==> config.mk <==
export PLATFORM = sky130hd
export DESIGN_NAME = say_issue_tracker
export DESIGN_NICKNAME = d
export VERILOG_FILES = /design/src/rtl/say_issue_tracker.sv
export SDC_FILE = /design/constraint.sdc
export NUM_CORES = 1
export LEC_CHECK = 0
export ABC_AREA = 1
export BUFFER_PORTS_ARGS = -buffer_cell sky130_fd_sc_hd__buf_2
export CAP_MARGIN = 40
export CORE_MARGIN = 4
export CORE_UTILIZATION = 51
export DETAILED_ROUTE_END_ITERATION = 10
export PLACE_DENSITY = 0.72
export SYNTH_ARGS = -nofsm -noshare
export SYNTH_HDL_FRONTEND = slang
export SYNTH_SLANG_ARGS = --single-unit
export TNS_END_PERCENT = 5
==> constraint.sdc <==
create_clock -name CLK -period 3.8 [get_ports CLK]
set_input_delay 0.19 -clock CLK [delete_from_list [all_inputs] [get_ports CLK]]
set_output_delay 0.19 -clock CLK [all_outputs]
set_load 0.05 [all_outputs]
==> src/rtl/say_issue_tracker.sv <==
// rtl/say_issue_tracker.sv - request queue, say issuer and in-order heard checker.
// Issue and enqueue handshakes are decoded from registered counts only.
module say_issue_tracker #(
  parameter int DEPTH   = 4,
  parameter int MAX_OUT = 2
) (
  input  logic                         CLK,
  input  logic                         RST,
  input  logic                         enq_put_ena,
  input  logic [31:0]                  enq_put_v,
  output logic                         enq_put_rdy,
  output logic                         say_say_ena,
  output logic [31:0]                  say_say_v,
  input  logic                         say_say_rdy,
  input  logic                         heard_heard_ena,
  input  logic [31:0]                  heard_heard_v,
  output logic                         heard_heard_rdy,
  input  logic                         clr__ENA,
  output logic [$clog2(MAX_OUT+1)-1:0] outstanding,
  output logic [15:0]                  heard_count,
  output logic                         err_mismatch,
  output logic                         err_unexpected
);
  localparam int QW = $clog2(DEPTH + 1);
  localparam int PW = $clog2(DEPTH);
  localparam int OW = $clog2(MAX_OUT + 1);
  localparam int FW = (MAX_OUT > 1) ? $clog2(MAX_OUT) : 1;

  logic [31:0]   r_q [DEPTH];
  logic [PW-1:0] r_head;
  logic [PW-1:0] r_tail;
  logic [QW-1:0] r_qcount;

  logic [31:0]   r_f [MAX_OUT];
  logic [FW-1:0] r_fhead;
  logic [FW-1:0] r_ftail;
  logic [OW-1:0] r_outstanding;

  logic [15:0]   r_heard_count;
  logic          r_err_mismatch;
  logic          r_err_unexpected;

  logic          w_put_rdy;
  logic          w_say_ena;
  logic          w_put;
  logic          w_say;
  logic          w_pop;
  logic          w_unexp;
  logic          w_miss;
  logic [FW-1:0] w_fhead_nxt;
  logic [FW-1:0] w_ftail_nxt;

  // Full queue refuses even when a pop happens this cycle: no bypass path.
  assign w_put_rdy = !RST && (r_qcount != QW'(DEPTH));
  assign w_say_ena = !RST && (r_qcount != '0) && (r_outstanding != OW'(MAX_OUT));
  assign w_put     = enq_put_ena && w_put_rdy;
  assign w_say     = w_say_ena && say_say_rdy;
  assign w_pop     = heard_heard_ena && (r_outstanding != '0);
  assign w_unexp   = heard_heard_ena && (r_outstanding == '0);
  assign w_miss    = w_pop && (r_f[r_fhead] != heard_heard_v);

  assign w_fhead_nxt = (MAX_OUT == 1) ? '0 : r_fhead + FW'(1);
  assign w_ftail_nxt = (MAX_OUT == 1) ? '0 : r_ftail + FW'(1);

  always_ff @(posedge CLK) begin
    if (w_put) r_q[r_tail] <= enq_put_v;
    if (w_say) r_f[r_ftail] <= r_q[r_head];
  end

  always_ff @(posedge CLK) begin
    if (RST) begin
      r_head        <= '0;
      r_tail        <= '0;
      r_qcount      <= '0;
      r_fhead       <= '0;
      r_ftail       <= '0;
      r_outstanding <= '0;
    end else begin
      if (w_put) r_tail <= r_tail + PW'(1);
      if (w_say) r_head <= r_head + PW'(1);
      r_qcount <= r_qcount + QW'(w_put) - QW'(w_say);
      if (w_say) r_ftail <= w_ftail_nxt;
      if (w_pop) r_fhead <= w_fhead_nxt;
      r_outstanding <= r_outstanding + OW'(w_say) - OW'(w_pop);
    end
  end

  // Clear drops the count/flag update of a same-cycle heard; the pop above still happens.
  always_ff @(posedge CLK) begin
    if (RST || clr__ENA) begin
      r_heard_count    <= '0;
      r_err_mismatch   <= 1'b0;
      r_err_unexpected <= 1'b0;
    end else if (heard_heard_ena) begin
      r_heard_count <= r_heard_count + 16'd1;
      if (w_miss)  r_err_mismatch   <= 1'b1;
      if (w_unexp) r_err_unexpected <= 1'b1;
    end
  end

  assign enq_put_rdy     = w_put_rdy;
  assign say_say_ena     = w_say_ena;
  assign say_say_v       = r_q[r_head];
  assign heard_heard_rdy = 1'b1;
  assign outstanding     = r_outstanding;
  assign heard_count     = r_heard_count;
  assign err_mismatch    = r_err_mismatch;
  assign err_unexpected  = r_err_unexpected;
endmodule

# Word level (Yosys, flattened, before mapping)
# Memories as Yosys holds them, arrays and structs flattened. A register that Yosys moved wholly into a read port is not among the register bits.
# Cells that the tools add are included.
# word_totals
ramBits	192
reg_bits	29
mem_count	2
latch_bits	0
romBits	0
# memory_table
name	depth	width	rd	rd_clocked_by_memory_dff	wr	line_no	source
r_q	4	32	1	1	1	29	logic [31:0] r_q [DEPTH];
r_f	2	32	1	1	1	34	logic [31:0] r_f [MAX_OUT];
# op_classes
n_div	0
shifts	0
mul	0
n_lt_le_gt_ge	0
n_addsub	9
reduce_logical	15
muxes	8
n_eq_ne	3
n_bitwise	0
# op_table
op	n
$ne A32 B32 Y1	1
$add A16 B1 Y16 const B	1
$logic_and A1 B1 Y1	8
$mux W1	6
$add A2 B1 Y2 const B	2
$mux W2	2
$reduce_and A2 Y1	2
$add A3 B1 Y3	1
$ne A3 B3 Y1 const B	1
$reduce_bool A3 Y1	1
$sub A3 B1 Y3	1
$add A1 B1 Y1 const B	2
$add A2 B1 Y2	1
$logic_not A2 Y1	1
$ne A2 B2 Y1 const B	1
$reduce_bool A2 Y1	1
$sub A2 B1 Y2	1
$logic_not A1 Y1	1
$logic_or A1 B1 Y1	1

# Depth between registers and ports, before layout
# Gate-level depths: netlist of the first run.
# logic_depth
depth_word	6
mapped_depth	15

# Least setup slack after synthesis of the first run
# OpenSTA, ideal clock, no wires.
# synth_path
kind	register -> register
from	reg r_outstanding[0] (netlist: outstanding[0])
to	mem r_f[1][0], enable pin
slack_ns	-0.578
path_buffers	0
stages_incl_launch_ff	5
setup_time_ns	0.423
arrival_ns	3.956
cell_sequence	dfxtp_1 > inv_1 > a211oi_1 > nand2_1 > nor2_1
# synth_via
elab_chain_cells	5
# synth_rtl
element	line_no	source
from (decl)	37	logic [OW-1:0] r_outstanding;
from (signal assigned)	84	r_outstanding <= r_outstanding + OW'(w_say) - OW'(w_pop);
$ne A2 B2 Y1	55	assign w_say_ena = !RST && (r_qcount != '0) && (r_outstanding != OW'(MAX_OUT));
$logic_and A1 B1 Y1	55	
net say_say_ena	12	output logic say_say_ena,
$logic_and A1 B1 Y1	57	assign w_say = w_say_ena && say_say_rdy;
$mux W1	67	if (w_say) r_f[r_ftail] <= r_q[r_head];
$mux W1 (implied by the code)	67	
to (decl)	34	
# The timed path passes the listed nets, and every way through them passes these cells.

==> results of run 1 <==
## sequential cells by signal, indices dropped and copies added, names as in the netlist, named ones only
signal	flops
err_unexpected	1
r_f	64
r_head	2
r_qcount	3
r_ftail	1
outstanding	2
err_mismatch	1
r_q	128
r_tail	2
r_fhead	1
heard_count	16
## final cells by class
type                       instances  area, um^2  share of cell area
inverter                          63         243              0.0218
antenna                            2        5.00            0.000450
clock buffer                      31         624              0.0562
sequential                       224        6410               0.576
clock inverter                     9        67.6             0.00608
multi-input combinational        503        2410               0.217
tap                              225         282              0.0253
timing repair buffer             168        1080              0.0968
## through the flow
stage	cells	utilization	cell area, um^2	setup slack [ns]	hold WS [ns]
after floorplan	820	-	9210	0.301	0.289
after global placement	1148	0.574	10000	1.39	0.404
after detailed placement	1150	0.577	10100	1.34	0.405
after CTS	1223	0.636	11100	1.14	0.0252
after global routing	1225	0.636	11100	1.04	0.0390
final	1225	0.636	11100	1.16	0.0413
## metal layers
layer / track usage / vias to the layer above / part of all wire / routed length (um)
met5: 0 / - / 0 / 0
met4: 0.0465 / 0 / 0.020 / 380
met3: 0.0370 / 29 / 0.057 / 1090
met2: 0.321 / 178 / 0.49 / 9360
met1: 0.258 / 2944 / 0.44 / 8460
li1: - / 3154 / - / -
## power by group through the flow
stage / registers (mW) / logic [mW] / clock network (mW)
2_1_floorplan: 3.04 / 1.09 / 0
3_3_place_gp: 3.02 / 1.46 / 0
3_5_place_dp: 3.03 / 1.50 / 0
4_1_cts: 2.98 / 1.54 / 2.06
5_1_grt: 2.99 / 1.68 / 2.18
6_report: 2.98 / 1.52 / 2.03
## kinds of logic (layout without fill, tap and decap cells)
kind of cell               after synthesis  in the layout  share of synthesized area
and+or+nand+nor                        360            360                      0.165
DFF                                    224            224                      0.697
AOI/OAI and AO/OA                      128            128                     0.0755
buffers and inverters                   93            271                     0.0445
adders and majority gates               10             10                     0.0144
xor gates and xnor gates                 4              4                    0.00381
other                                    1              3                   0.000408
## final timing paths
| path | from | endpoint | slack (ns) | depth (start not counted) |
|---|---|---|---|---|
| worst max-delay path | flip-flop | say_say_v[3] | 1.16 | 5 |
| worst min-delay path | RST | r_qcount[0] | 0.04 | 2 |
| worst max register to register | r_qcount[1] | r_qcount[2] | 1.31 | 12 |
| worst min register to register | err_mismatch | err_mismatch | 0.47 | 2 |
## worst reg2reg max path, cell delays in order (launching register included)
cell	delay (ns)
dfxtp_1	0.35
nor3_1	0.23
a211oi_2	0.06
nand2_1	0.28
clkinv_2	0.16
ha_1	0.29
inv_1	0.06
ha_1	0.13
inv_1	0.05
fa_1	0.37
xor2_1	0.20
nand2_1	0.07
nor3b_1	0.13
## synthesized netlist by cell type
| library cell | n |
|---|---|
| nor2_4 | 1 |
| a211oi_1 | 2 |
| buf_8 | 1 |
| nor3b_1 | 6 |
| nand2_2 | 1 |
| edfxtp_1 | 192 |
| xnor2_1 | 1 |
| inv_6 | 1 |
| clkinv_2 | 1 |
| o22ai_1 | 32 |
| inv_1 | 59 |
| buf_6 | 3 |
| nand3_1 | 17 |
| nor3_1 | 6 |
| fa_1 | 1 |
| xor2_1 | 3 |
| a31oi_1 | 3 |
| buf_4 | 5 |
| o21bai_1 | 2 |
| buf_1 | 3 |
| nor3_2 | 1 |
| clkinv_1 | 1 |
| nand3_2 | 1 |
| nor2_1 | 103 |
| nand4_1 | 3 |
| buf_2 | 1 |
| inv_2 | 1 |
| a21oi_1 | 17 |
| nand2_1 | 199 |
| or2_4 | 1 |
| o21ai_0 | 71 |
| ha_1 | 9 |
| o21ai_1 | 1 |
| clkbuf_1 | 17 |
| nand3b_1 | 21 |
| dfxtp_1 | 32 |
| conb_1 | 1 |
## timing repair
item                                   in CTS  in global routing
hold buffers                               33                  0
endpoints found under the hold margin     130                  0
buffers inserted                            0                  0
==> reports/metrics.yaml, run 1 <==
pwr:
  seq_power_share: 0.456
  total_power_mw: 6.53
  power.internal_mw: 4.45
  clkPwrFrac: 0.311
  sw_frac_of_total: 0.318
  pwr_density_cell_mw_per_mm2: 587
  combinationalPowerShare: 0.233
  switching_power_mw: 2.07
  p_leak_nw: 4.40
  peakVddDrop_mv: 0.532
synth:
  synth_area_leader_cell: "edfxtp_1"
  syn_nets: 900
  synth_top_area_share: 0.627
  synth_area_mm2: 0.00920
  yosys.cell_types.count: 37
  synth-seq-area-share: 0.697
  syn_avg_cell_area_um2: 11.2
  synthTopCellsByArea: "edfxtp_1 63%, nand2_1 8.1%, dfxtp_1 7.0%"
  yosys_warnings: 0
  ys_ff_latch: 224
  postSynthCellCount: 820
setup_path:
  cp_max_fo: 18
  crit_type: "flip-flop to output port"
  critPathLaunchType: "flip-flop"
  crit_chain: "inv_1, buf_4, o21ai_0, o22ai_1, buf_2"
  slowest_stage: "inv_1"
  crit_family: "buffers and inverters"
  worstPathArrival_ns: 2.45
  critPathRequiredTime_ns: 3.61
  cpPeakStageDelay_ns: 0.43
  crit_buf_inv: 3
  endpoint_kind: "output port"
clock_tree:
  cts_root_buffer: "clkbuf_16"
  clk_pin_slew_ns: 0.06
  cts_max_level: 1
  cts_tree: "built"
  clk_latency_ns: 0.52
  cts.sinks: 224
  clockBufferDepth: 3
  cts_resized: 0
  cts_buffers: 22
floorplanning:
  ioPinCount: 125
  die_h_um: 142
  core_area_mm2: 0.0175
  num_rows: 48
  start_util: 0.526
  die_area_mm2: 0.0202
  die_w_um: 142
detailed_routing:
  num_vias: 6305
  drc: 0
  firstDrtPassIters: 5
  routedWlPerCell_um: 15.7
  drt.antenna.violating_nets: 0
  drt_iter0_drc: 552
  via_per_inst: 5.15
  wirelength_mm: 19.3
final_layout:
  syn2layout_area_growth_pct: 20.9
  drive_above_1_share: 0.184
  final_nets: 1062
  n_fill_cell: 1350
  final_common_cell: "nand2_1"
  final_cell_mix: "199 x nand2_1, 192 x edfxtp_1, 123 x buf_2"
timing:
  finalHoldViolCount: 0
  slew_headroom: 0.507
  worst_pin_slew_ns: 0.739
  setup_viol: 0
  fin_crit_ns: 2.64
  rsz0062_at_grt: "false"
  max_freq_ghz: 0.378
  tns_ns: 0
  finalMaxSlewViolations: 0
  min_period_over_period: 0.695
  finalClockSkew_ns: 0.0239
global_routing:
  grt.total_usage: 0.190
  grt_antenna_before_repair: 2
  first_global_vias: 5955
  grt_max_degree: 65
  gr-total-overflow: 0
  grt_pass1_wl_mm: 30.6
placement:
  port_buffers: 123
  hpwl_mm: 12.6
  gp_congestion: 0.836
outcome:
  status: "completed"
worst_hold_path:
  hp-class: "input pin to flip-flop"
run:
  cap_viol_max_count: 0
No activity file was read; power rests on OpenSTA's default activity.
==> run 2, diff against run 1 <==
==> constraint.sdc (replaced) <==
create_clock -name CLK -period 2.6 [get_ports CLK]
set_input_delay 0.13 -clock CLK [delete_from_list [all_inputs] [get_ports CLK]]
set_output_delay 0.13 -clock CLK [all_outputs]
set_load 0.05 [all_outputs]
==> reports/metrics.yaml, run 2 (synthesis gave the netlist of run 1 again) <==
outcome:
  status: "completed"
setup_path:
  critPathLaunchType: "flip-flop"
  cp_max_fo: 6  # -12
  endpoint_kind: "flip-flop"
  critPathRequiredTime_ns: 2.97  # -0.64 ns
  cpPeakStageDelay_ns: 0.37  # -0.06 ns
  worstPathArrival_ns: 2.80  # +0.35 ns
  crit_chain: "nor3_1, a211oi_4, nand2_2, clkinv_2, ha_1, inv_1, ha_1, inv_1, fa_2, xor2_1, nand2_1, nor3b_1"
  slowest_stage: "nor3_1"
  ff2ff_path_depth: 12  # unchanged
  crit_type: "flip-flop to flip-flop"
global_routing:
  use_met1: 0.253  # -0.00492
  grt_pass1_wl_mm: 30.7  # +0.16%
  grt-busiest-layer: "met2"
  first_global_vias: 6092  # +2.3%
  grt_max_degree: 65  # unchanged
  use_met2: 0.332  # +0.0107
  grt.total_usage: 0.192  # +0.00144
  gr-total-overflow: 0  # unchanged
  met3_usage: 0.0339  # -0.00302
  grt_antenna_before_repair: 0  # -2
detailed_routing:
  wirelength_mm: 19.3  # +0.19%
  via_per_inst: 5.13  # -0.33%
  drt.antenna.violating_nets: 0  # unchanged
  routedWlPerCell_um: 15.7  # -0.13%
  firstDrtPassIters: 4  # -1
  drt_iter0_drc: 461  # -16%
  num_vias: 6305  # unchanged
  drc: 0  # unchanged
timing:
  fin_crit_ns: 2.43
  worst_pin_slew_ns: 0.514  # -0.225 ns
  min_period_over_period: 0.934
  finalHoldViolCount: 0  # unchanged
  rsz0062_at_grt: "false"
  setup_viol: 0  # unchanged
  tns_ns: 0  # unchanged
  hold_slack_ns: 0.0455  # +0.00420 ns
  finalClockSkew_ns: 0.00771  # -0.0162 ns
  finalMaxSlewViolations: 0  # unchanged
  max_freq_ghz: 0.412
  slew_headroom: 0.658  # +0.151
clock_tree:
  cts_max_level: 1  # unchanged
  clk_pin_slew_ns: 0.06  # about the same
  clockBufferDepth: 3  # unchanged
  cts_setup_buffers: 0  # unchanged
  cts.sinks: 224  # unchanged
  cts_tree: "built"
  clk_latency_ns: 0.49  # -0.03 ns
  cts_buffers: 23  # +4.5%
  cts_root_buffer: "clkbuf_16"
final_layout:
  final_common_cell: "nand2_1"
  top_register: "r_q"
  final_cells: 1229  # +0.33%
  drive_above_1_share: 0.187  # +0.00288
  diodes: 0  # -2
  n_fill_cell: 1335  # -1.1%
  largest_reg_flops: 128  # unchanged
  final_cell_mix: "198 x nand2_1, 192 x edfxtp_1, 123 x buf_2"
  syn2layout_area_growth_pct: 21.2
  final_nets: 1068  # +0.56%
pwr:
  p_leak_nw: 4.40  # +0.12%
  peakVddDrop_mv: 0.716  # +34%
  pwr_density_cell_mw_per_mm2: 851  # +45%
floorplanning:
  core_area_mm2: 0.0175  # unchanged
  die_area_mm2: 0.0202  # unchanged
  die_h_um: 142  # unchanged
  num_rows: 48  # unchanged
  ioPinCount: 125  # unchanged
  start_util: 0.526  # unchanged
  die_w_um: 142  # unchanged
worst_hold_path:
  hold_depth: 5  # +3
  hp-class: "input pin to flip-flop"
placement:
  hpwl_mm: 12.4  # -1.7%
  placed_cells: 1154  # +0.35%
  port_buffers: 123  # unchanged
  gp_congestion: 0.772  # -7.7%
run:
  cap_viol_max_count: 0  # unchanged
-- run 2: changes by cell type in the layout (fill, tap and decap cells not counted), moves of 2 or more --
cell | previous run | this run
buf_12 | 0 | 2
buf_16 | 2 | 0
buf_4 | 10 | 14
clkbuf_1 | 5 | 8
clkbuf_8 | 4 | 0
clkinv_1 | 3 | 7
clkinv_2 | 6 | 4
dfxtp_1 | 31 | 29
diode_2 | 2 | 0
nor2_2 | 4 | 0
nor2_4 | 3 | 7
-- run 2: power breakdown --
part / internal (mW) / switching (mW)
Clock: 1.63 / 1.24
Combinational: 0.612 / 1.65
Sequential: 4.24 / 0.115
Total: 6.48 / 3.01
-- run 2: worst max-delay path, delay by kind of cell (launching register included) --
family	cells	cell delay (ns)
compound gates	1	0.07
fa+ha+maj	3	0.74
simple gates	4	0.75
buf+inv	3	0.22
xor+xnor	1	0.17
flops	1	0.36
-- run 2: layout make-up --
cell class              instances  area, um^2  share of cell area
well taps                     225         282              0.0253
inverters                      63         245              0.0220
flip-flops and latches        224        6410               0.575
multi-input cells             503        2460               0.220
repair buffers                173        1100              0.0988
clock inverters                10        46.3             0.00415
clock buffers                  31         606              0.0543
-- run 2: final timing paths --
check,from,endpoint,slack [ns]
worst max-delay path,r_qcount[1],r_qcount[2],0.17
worst min-delay path,clr__ENA,heard_count[15],0.05
worst max register to register,r_qcount[1],r_qcount[2],0.17
worst min register to register,err_mismatch,err_mismatch,0.45
-- run 2: stage by stage --
step	total power, mW	utilization	instance area (um^2)	setup WS [ns]
detailed placement	6.68	0.581	10200	0.147
floorplan	6.08	-	9250	0.0105
CTS	9.58	0.638	11100	0.131
finish	9.49	0.638	11100	0.172
global placement	6.62	0.581	10200	0.246
global route	9.99	0.638	11100	0.0192
-- run 2: metal layers --
| metal | vias up | routed length, um | share of wire |
|---|---|---|---|
| met5 | - | 0 | 0 |
| met4 | 0 | 382 | 0.020 |
| met3 | 35 | 1040 | 0.054 |
| met2 | 154 | 9580 | 0.50 |
| met1 | 2956 | 8320 | 0.43 |
| li1 | 3160 | - | - |
-- run 2: timing repair --
action | CTS | global route
hold endpoints to repair | 132 | 0
resized for setup | 0 | 0
hold buffers | 34 | 0
